==> src/rtl/inc_arbiter.sv <==
// Two requesters share one registered +1 datapath.
// A round-robin pointer picks the winner when both requesters are valid.
module inc_arbiter #(
  parameter int WIDTH = 8
) (
  input  logic             clk,
  input  logic             rst,
  input  logic             req0_valid,
  input  logic [WIDTH-1:0] req0_data,
  output logic             req0_ready,
  input  logic             req1_valid,
  input  logic [WIDTH-1:0] req1_data,
  output logic             req1_ready,
  output logic             res_valid,
  output logic [WIDTH-1:0] res_data,
  output logic             res_carry,
  output logic             res_id,
  input  logic             res_ready
);

  logic             last;
  logic             grant_id;
  logic             can_accept;
  logic             xfer;
  logic [WIDTH-1:0] operand;
  logic [WIDTH:0]   sum;

  // On contention the requester that did not win last time goes next.
  // With only one requester valid, that requester wins.
  assign grant_id   = (req0_valid && req1_valid) ? ~last : req1_valid;
  assign can_accept = !res_valid || res_ready;

  // Readies are forced low during reset so no operand is consumed on that edge.
  assign req0_ready = !rst && can_accept && req0_valid && !grant_id;
  assign req1_ready = !rst && can_accept && req1_valid &&  grant_id;
  assign xfer       = req0_ready || req1_ready;

  assign operand = grant_id ? req1_data : req0_data;
  assign sum     = {1'b0, operand} + {{WIDTH{1'b0}}, 1'b1};

  // NOTE: sequential state uses non-blocking assignments so every register
  // samples the pre-edge values, regardless of statement order.
  always_ff @(posedge clk) begin
    if (rst) begin
      res_valid <= 1'b0;
      res_data  <= '0;
      res_carry <= 1'b0;
      res_id    <= 1'b0;
      last      <= 1'b1;
    end else if (xfer) begin
      res_valid <= 1'b1;
      res_data  <= sum[WIDTH-1:0];
      res_carry <= sum[WIDTH];
      res_id    <= grant_id;
      last      <= grant_id;
    end else if (res_ready) begin
      res_valid <= 1'b0;
    end
  end

endmodule

==> config.mk <==
export PLATFORM = sky130hd
export DESIGN_NAME = inc_arbiter
export DESIGN_NICKNAME = d
export VERILOG_FILES = /design/src/rtl/inc_arbiter.sv
export SDC_FILE = /design/constraint.sdc
export NUM_CORES = 1
export LEC_CHECK = 0
export ABC_AREA = 1
export CAP_MARGIN = 20
export CORE_MARGIN = 5
export CORE_UTILIZATION = 39
export DETAILED_ROUTE_END_ITERATION = 8
export GPL_TIMING_DRIVEN = 1
export PLACE_DENSITY = 0.86
export SETUP_SLACK_MARGIN = 0.3
export SYNTH_ARGS = -nofsm -noshare
export SYNTH_HDL_FRONTEND = slang
export SYNTH_SLANG_ARGS = --single-unit
==> constraint.sdc <==
create_clock -name clk -period 1.6 [get_ports clk]
set_clock_uncertainty 0.1 [all_clocks]
set_input_delay 0.4 -clock clk [delete_from_list [all_inputs] [get_ports clk]]
set_output_delay 0.4 -clock clk [all_outputs]
set_load 0.02 [all_outputs]
# ---- Word level (Yosys, flattened, before mapping)
# Index checks and enable logic that the tools add are counted.
dict set report word_totals {
  out_inout_bits 13
  wordCells 23
  inputBits 21
  regBits 12
}
dict set report classes {
  muxes 4
  bitwise_logic 1
  reduce_logical 12
  addsub 1
}
# operator n
set op_table {}
lappend op_table {{$add A8 B1 Y9 const B} 1}
lappend op_table {{$mux W8} 1}
lappend op_table {{$logic_and A1 B1 Y1} 6}
lappend op_table {{$logic_not A1 Y1} 3}
lappend op_table {{$mux W1} 3}
lappend op_table {{$logic_or A1 B1 Y1} 2}
lappend op_table {{$reduce_bool A2 Y1} 1}
lappend op_table {{$not A1 Y1} 1}

# ---- Logic depth before layout (Yosys ltp)
# Gate-level depths: netlist (run 1).
dict set report depth {
  depth_word 7
  mapped_depth 13
  depth_no_buf 12
}

# ---- Worst setup path after synthesis (run 1)
# OpenSTA, ideal clock, no wires.
dict set report synth_timing {
  path_type {input-to-reg}
  startpoint {input port req1_valid}
  endpoint {register res_data[4]}
  setup_time_ns 0.120
  n_path_buf 2
  t_required_ns 1.380
  setup_slack_ns -0.093
  cell_stages 10
  arrival_ns 1.473
  cell_sequence {buf_6 > nand2_8 > buf_12 > nand2_2 > nand2_4 > ha_1 > nand3_2 > nor2_1 > xor2_1 > a21oi_1}
}
dict set report synth_between {
  elab_chain_len 5
  elab_cells_between_ends 9
  classes_between {add/sub: 1; mux: 2; reduce/logical: 6}
}
# element line
set synth_lines {}
lappend synth_lines {{start: declaration} 11} ;# input logic req1_valid,
lappend synth_lines {{branches (longest 5 deep; another with $add A8 B1 Y9)} --}
lappend synth_lines {{end signal: assignment} 52} ;# res_data <= sum[WIDTH-1:0];
lappend synth_lines {{end: declaration} 15} ;# output logic [WIDTH-1:0] res_data,
# Several ways; the timed one is not identified.
# A chain may end at the register's enable or synchronous reset.

# ---- Worst setup path in the final report (run 1)
dict set report layout_timing {
  startpoint {register last}
  endpoint {register res_data[4]}
}
dict set report layout_between {
  elab_chain_len 5
  elab_cells_between_ends 8
  classes_between {add/sub: 1; mux: 2; bitwise: 1; reduce/logical: 4}
}
# element line
set layout_lines {}
lappend layout_lines {{start: declaration} 21} ;# logic last;
lappend layout_lines {{start signal: assignment} 55} ;# last <= grant_id;
lappend layout_lines {{$not A1 Y1 (*)} 30} ;# assign grant_id = (req0_valid && req1_valid) ? ~last : req1_valid;
lappend layout_lines {{$mux W1 (*)} 30}
lappend layout_lines {{branches (longest 3 deep; another with $add A8 B1 Y9)} --}
# Mark *: on every way between the ends.

==> results of run 1 <==
## flip-flops by register name, summed over array words and instances (netlist names)
register and flops:
res_carry 1, res_id 1, res_valid 1, res_data 8, last 1
## report_power, final
| part | switching (mW) | total, mW | internal (mW) |
|---|---|---|---|
| Clock | 0.0972 | 0.185 | 0.0874 |
| Combinational | 0.260 | 0.504 | 0.244 |
| Sequential | 0.0193 | 0.345 | 0.326 |
| Total | 0.377 | 1.03 | 0.657 |
## critical path: cells and delay by family, from the launching register on
kind                       cells  cell delay [ns]
DFF                            1             0.39
buffers and inverters          1             0.13
xor gates and xnor gates       1             0.16
and+or+nand+nor                6             0.45
AOI/OAI and AO/OA              1             0.09
adders and majority gates      1             0.14
## per-stage QoR
stage / setup WS, ns / utilization
6_report: 0.02414 / 0.7557
4_1_cts: 0.02794 / 0.7291
5_1_grt: -0.06946 / 0.7557
2_1_floorplan: -0.0002235 / -
3_5_place_dp: -0.8432 / 0.6748
3_3_place_gp: -0.7982 / 0.6748
## final timing paths
check                          from  cells past startpoint                       end  slack, ns
max               last$_SDFFE_PP1P_                     10  res_data[4]$_SDFFE_PP0P_       0.02
min reg2reg  res_carry$_SDFFE_PP0P_                      2    res_carry$_SDFFE_PP0P_       0.36
min          res_carry$_SDFFE_PP0P_                      2    res_carry$_SDFFE_PP0P_       0.36
max reg2reg       last$_SDFFE_PP1P_                     10  res_data[4]$_SDFFE_PP0P_       0.02
## routing by layer
layer,vias to the layer above,part of all wire
li1,547,-
met1,507,0.36
met2,30,0.58
met3,4,0.047
met4,0,0.012
met5,-,0
## layout make-up
class                      instances  area [um^2]  share of cell area
multi-input combinational        103        740.7              0.4431
timing repair buffer              62        546.8              0.3271
sequential                        12        250.2              0.1497
inverter                          15        76.32             0.04566
tap                               28        35.03             0.02096
clock buffer                       3        22.52             0.01347
## synthesized netlist by cell type, types with 4 or more instances
cell,count,area [um^2]
dfxtp_1,12,240.2
inv_1,13,48.80
nor2_1,20,75.07
nand3b_1,4,30.03
o21ai_0,4,20.02
nand2_1,31,116.4
nand2_2,6,37.54
a21oi_1,6,30.03
nand3_1,16,80.08
nand2_4,6,67.56
## kinds of logic (layout without fill, tap and decap cells)
kind of cell    Yosys count  count (layout)  share of synthesized area
simple gates             89              89                     0.5271
fa+ha+maj                 1               1                    0.01387
buf+inv                  18              80                     0.1096
flops                    12              12                     0.2663
compound gates           12              12                    0.07352
xor+xnor                  1               1                   0.009711
## timing repair
item,CTS,global route
endpoints found under the setup margin,25,20
pin swaps,22,5
buffers inserted,6,0
endpoints found under the hold margin,0,0
hold buffers,0,0
resized for setup,99,18
==> metrics.txt, run 1 <==
synth unique cells 21; vias 1088; Req. time, crit path 1.66 ns; Die ar. between 3000 and 4000 um^2; Placed Instances 214; Clock Root Buffer clkbuf_4; pins over their slew limit 0; EDFF count, synth 0; Core ar. 2212 um^2; WS Path Type flip-flop to flip-flop; Syn Inst Count 133; Final Non-Filler Cells around 220; vias in the first global route about 1.2k; met1 Use GR 0.1893; CP arrival 1.64 ns; final hold vios 0; P_leak 0.7853 nW; DRC viols 0; final-report setup violation count 0; initial drt markers 30; crit end category flip-flop; row cnt 17; Detail Placement HPWL about 2.1 mm; diode count 0; Final min period 1.576 ns; Post-synth top flop dfxtp_1; M2 GR Usage 0.3774; commonest cells after routing, fill and taps aside buf_4 (29), nand2_1 (24), clkdlybuf4s50_1 (15), nor2_1 (14); most common cell after layout, fill and taps aside buf_4; Max-slew headroom 0.8766; Worst path max stage delay 0.39 ns; HP Class flip-flop to flip-flop; async set-reset flop share out of synthesis 0; Yosys reg bits 12; finished layout cell area around 1700 um^2; GR Util met3 0.05345; Mapped Area 902.1 um^2; number of fill cells 156; clock slew at reported path FFs 0.07 ns; Initial Util 0.4078; power per cell area 618.4 nW/um^2; clk buf depth 2; Routed Antenna Nets 0; Tcrit/Tclk final 0.9849; Placer Congestion 0.8105; height of the die 58.10 um; outcome completed; Pre-antenna DRT Iters 4; Routed wire per std cell 12.98 um; Worst Setup Start Kind flip-flop; CTS tree done; yosys warns 0; Mean Syn Cell Area roughly 6.8 um^2; Worst-Skew Late Latency 0.28 ns; CP max stage cell dfxtp_4; H-tree levels 1; aggregate global routing overflow 0; Power, Total 1.034 mW; register area share after synthesis 0.2663; Port Buf Inserts 33; number of buffers created by CTS 3; initial antenna violation count 0; post-route setup TNS 0 ns; crit path cell chain nand2_8, nand2_8, buf_12, nand2_4, nand2_4, ha_4, nand3_4, nor2_4, xor2_1, a21oi_1; DR vias/cell 4.879; largest net degree at the start of global routing 9; grt peak-use layer met2; maximum fanout along the worst path 6; clk sinks 12; DP Area 1493 um^2; nets roughly 220; worst slew pin tran between 0.15 and 0.2 ns; total track usage 0.1873; Area growth syn-to-layout 85.30%; first-pass GRT wire length between 5 and 6 mm; layout cell share with drive strength beyond 1 0.5128; RSZ-0062 raised after global routing true; hold_ws 0.3600 ns; worst vdd ir 0.6923 mV; final wirelength 2.894 mm; num ports 34; syn nets 155; die outline width 58.10 um; Fmax 0.6346 GHz; Max Cap Violations 0
No activity file was read; power rests on OpenSTA's default activity.
==> inputs of run 2 (changes only) <==
--- a/config.mk
+++ b/config.mk
@@ -7,11 +7,13 @@
 export LEC_CHECK = 0
 export ABC_AREA = 1
 export CAP_MARGIN = 20
+export CELL_PAD_IN_SITES_DETAIL_PLACEMENT = 1
+export CELL_PAD_IN_SITES_GLOBAL_PLACEMENT = 1
 export CORE_MARGIN = 5
-export CORE_UTILIZATION = 39
+export CORE_UTILIZATION = 26
 export DETAILED_ROUTE_END_ITERATION = 8
 export GPL_TIMING_DRIVEN = 1
-export PLACE_DENSITY = 0.86
+export PLACE_DENSITY = 0.84
 export SETUP_SLACK_MARGIN = 0.3
 export SYNTH_ARGS = -nofsm -noshare
 export SYNTH_HDL_FRONTEND = slang
==> run 2 against run 1 <==
  * The flow now finishes with violations (setup timing)
  * Global-route usage fell by 1.8 points
  * Die area rose by 41%
  * Total power rose by 8.6%
  * Via count rose by 4.2%
  * Final cell count rose by 9.4%
  * Worst setup slack got worse by 0.092 ns
  * Combinational power rose by 17%
  * Hold slack improved by 0.020 ns
  * Critical path depth rose by 2
  * Largest power group unchanged
  * Highest routed layer unchanged
==> metrics.txt, run 2 (synthesis gave the netlist of run 1 again) <==
number of buffers created by CTS 3; initial antenna violation count 0; vias in the first global route 1240; total track usage 0.1694; CP arrival 1.80 ns; largest net degree at the start of global routing 9; Largest Register res_data; clk buf depth 2; Max-slew headroom 0.8382; worst-case hold path end point res_valid$_SDFFE_PP0P_; WS Path Type flip-flop to flip-flop; Core ar. 3337 um^2; Max Cap Violations 0; DP Area 1528 um^2; Routed Antenna Nets 0; final setup margin -0.06822 ns; first-pass GRT wire length 5.878 mm; Detail Placement HPWL 2.619 mm; outcome finished, violations left; FF-to-FF setup slack -0.07 ns; clock slew at reported path FFs ~0.070 ns; num ports 34; Worst Setup Start Kind flip-flop; DRC viols 0; diode count 0; most common cell after layout, fill and taps aside buf_4; Final min period 1.668 ns; Die ar. 4748 um^2; final wirelength approximately 4.1 mm; clk sinks 12; nets between 200 and 250; initial drt markers 25; FF+latch area approximately 250 um^2; worst r2r src last$_SDFFE_PP1P_; maximum fanout along the worst path 7; final hold vios 0; layout cell share with drive strength beyond 1 0.5758; Placed Instances around 230; max reg flops 8; multi-input combinational cell area 812.0 um^2; Routed wire per std cell between 15 and 20 um; CTS tree done; hold path cells 4; pins over their slew limit 0; worst vdd ir 0.4082 mV; Fmax ~0.6 GHz; vias between 1k and 1.5k; final-report setup violation count 5; height of the die 68.91 um; Initial Util 0.2703; Tcrit/Tclk final 1.043; violated checks setup timing; H-tree levels 1; power per cell area just over 600 nW/um^2; commonest cells after routing, fill and taps aside buf_4 (27), nand2_1 (21), clkdlybuf4s50_1 (15), nor2_1 (14), buf_6 (14); Clock Root Buffer clkbuf_4; worst r2r dst res_data[6]$_SDFFE_PP0P_; RSZ-0062 raised after global routing true; worst slew pin tran 0.2419 ns; Final Non-Filler Cells between 200 and 250; finished layout cell area about 1800 um^2; worst hold start res_ready; Hold Buf Count CTS 0; crit end category flip-flop; Placer Congestion 0.7904; die outline width between 60 and 70 um; number of fill cells slightly above 400; HP Class primary input to flip-flop; DR vias/cell 4.648; P_leak 0.8437 nW; row cnt 21; Pre-antenna DRT Iters 4; Req. time, crit path between 1.5 and 2 ns; aggregate global routing overflow 0; Port Buf Inserts 33; Worst-Skew Late Latency ~0.28 ns; Area growth syn-to-layout 104.6%; R2R depth 12
## run 2: cell types whose count changed in the layout (fill, tap and decap cells not counted), moves of 2 or more
cell,delta
a21oi_2,+2
dfxtp_2,+2
a21oi_1,-2
buf_2,-4
buf_4,-2
nand3_2,+2
nand2_4,+5
dfxtp_1,-2
nand2_2,-2
buf_8,+2
nand3_1,-2
buf_6,+7
nand2_1,-3
## run 2: per-stage QoR
stage                     total power [mW]  setup TNS [ns]  worst slack (ns)  hold slack [ns]    util
final                                1.122         -0.1792          -0.06822           0.3802  0.5531
after floorplan                     0.5916      -0.0002235        -0.0002235           0.3617       -
after detailed placement            0.8038          -8.333           -0.8328           0.3672  0.4578
after CTS                            1.054               0          0.001801           0.3772  0.5077
after global placement              0.7837          -7.756           -0.8007           0.3569  0.4578
after global routing                 1.186         -0.6005           -0.1363           0.3725  0.5531
## run 2: cell type report
class,count,share of cell area
tap,46,0.03119
clock buffer,3,0.01220
sequential,12,0.1369
inverter,15,0.04136
timing repair buffer,65,0.3383
multi-input combinational,103,0.4400
## run 2: worst max-delay path by stage
| stage | start | to | slack, ns | cells after the start |
|---|---|---|---|---|
| after floorplan | req1_valid | res_data[4]$_SDFFE_PP0P_ | -0.0002 | 10 |
| after global placement | res_ready | req0_ready | -0.80 | 6 |
| after detailed placement | res_ready | req0_ready | -0.83 | 6 |
| after CTS | last$_SDFFE_PP1P_ | res_data[6]$_SDFFE_PP0P_ | 0.002 | 13 |
| after global routing | last$_SDFFE_PP1P_ | res_data[6]$_SDFFE_PP0P_ | -0.14 | 12 |
| final | last$_SDFFE_PP1P_ | res_data[6]$_SDFFE_PP0P_ | -0.07 | 12 |
## run 2: worst max-delay path, stage by stage, from the launching register on
cell and delay, ns:
dfxtp_4 0.38, nand2_8 0.07, nand2_8 0.07, buf_8 0.13, buf_6 0.13, nand2_1 0.06, nand2_2 0.09, nand2_2 0.10
nor2_1 0.15, nand3_1 0.12, nand3_2 0.10, nand2_1 0.05, inv_1 0.04
## run 2: what timing repair did
item / CTS / global route
endpoints found under the setup margin: 25 / 23
pin swaps: 22 / 12
buffers inserted: 5 / 4
resized for setup: 110 / 36
## run 2: routing by layer
metal	global-route usage	wire length [um]
met3	0.04376	184
met5	0	0
met2	0.3512	2381
met4	0.01703	72
met1	0.1704	1482
## run 2: where the power goes
part	total (mW)	internal, mW	switching [mW]
logic	0.589	0.284	0.305
registers	0.348	0.326	0.0214
clock network	0.186	0.0873	0.0988
total	1.12	0.697	0.425
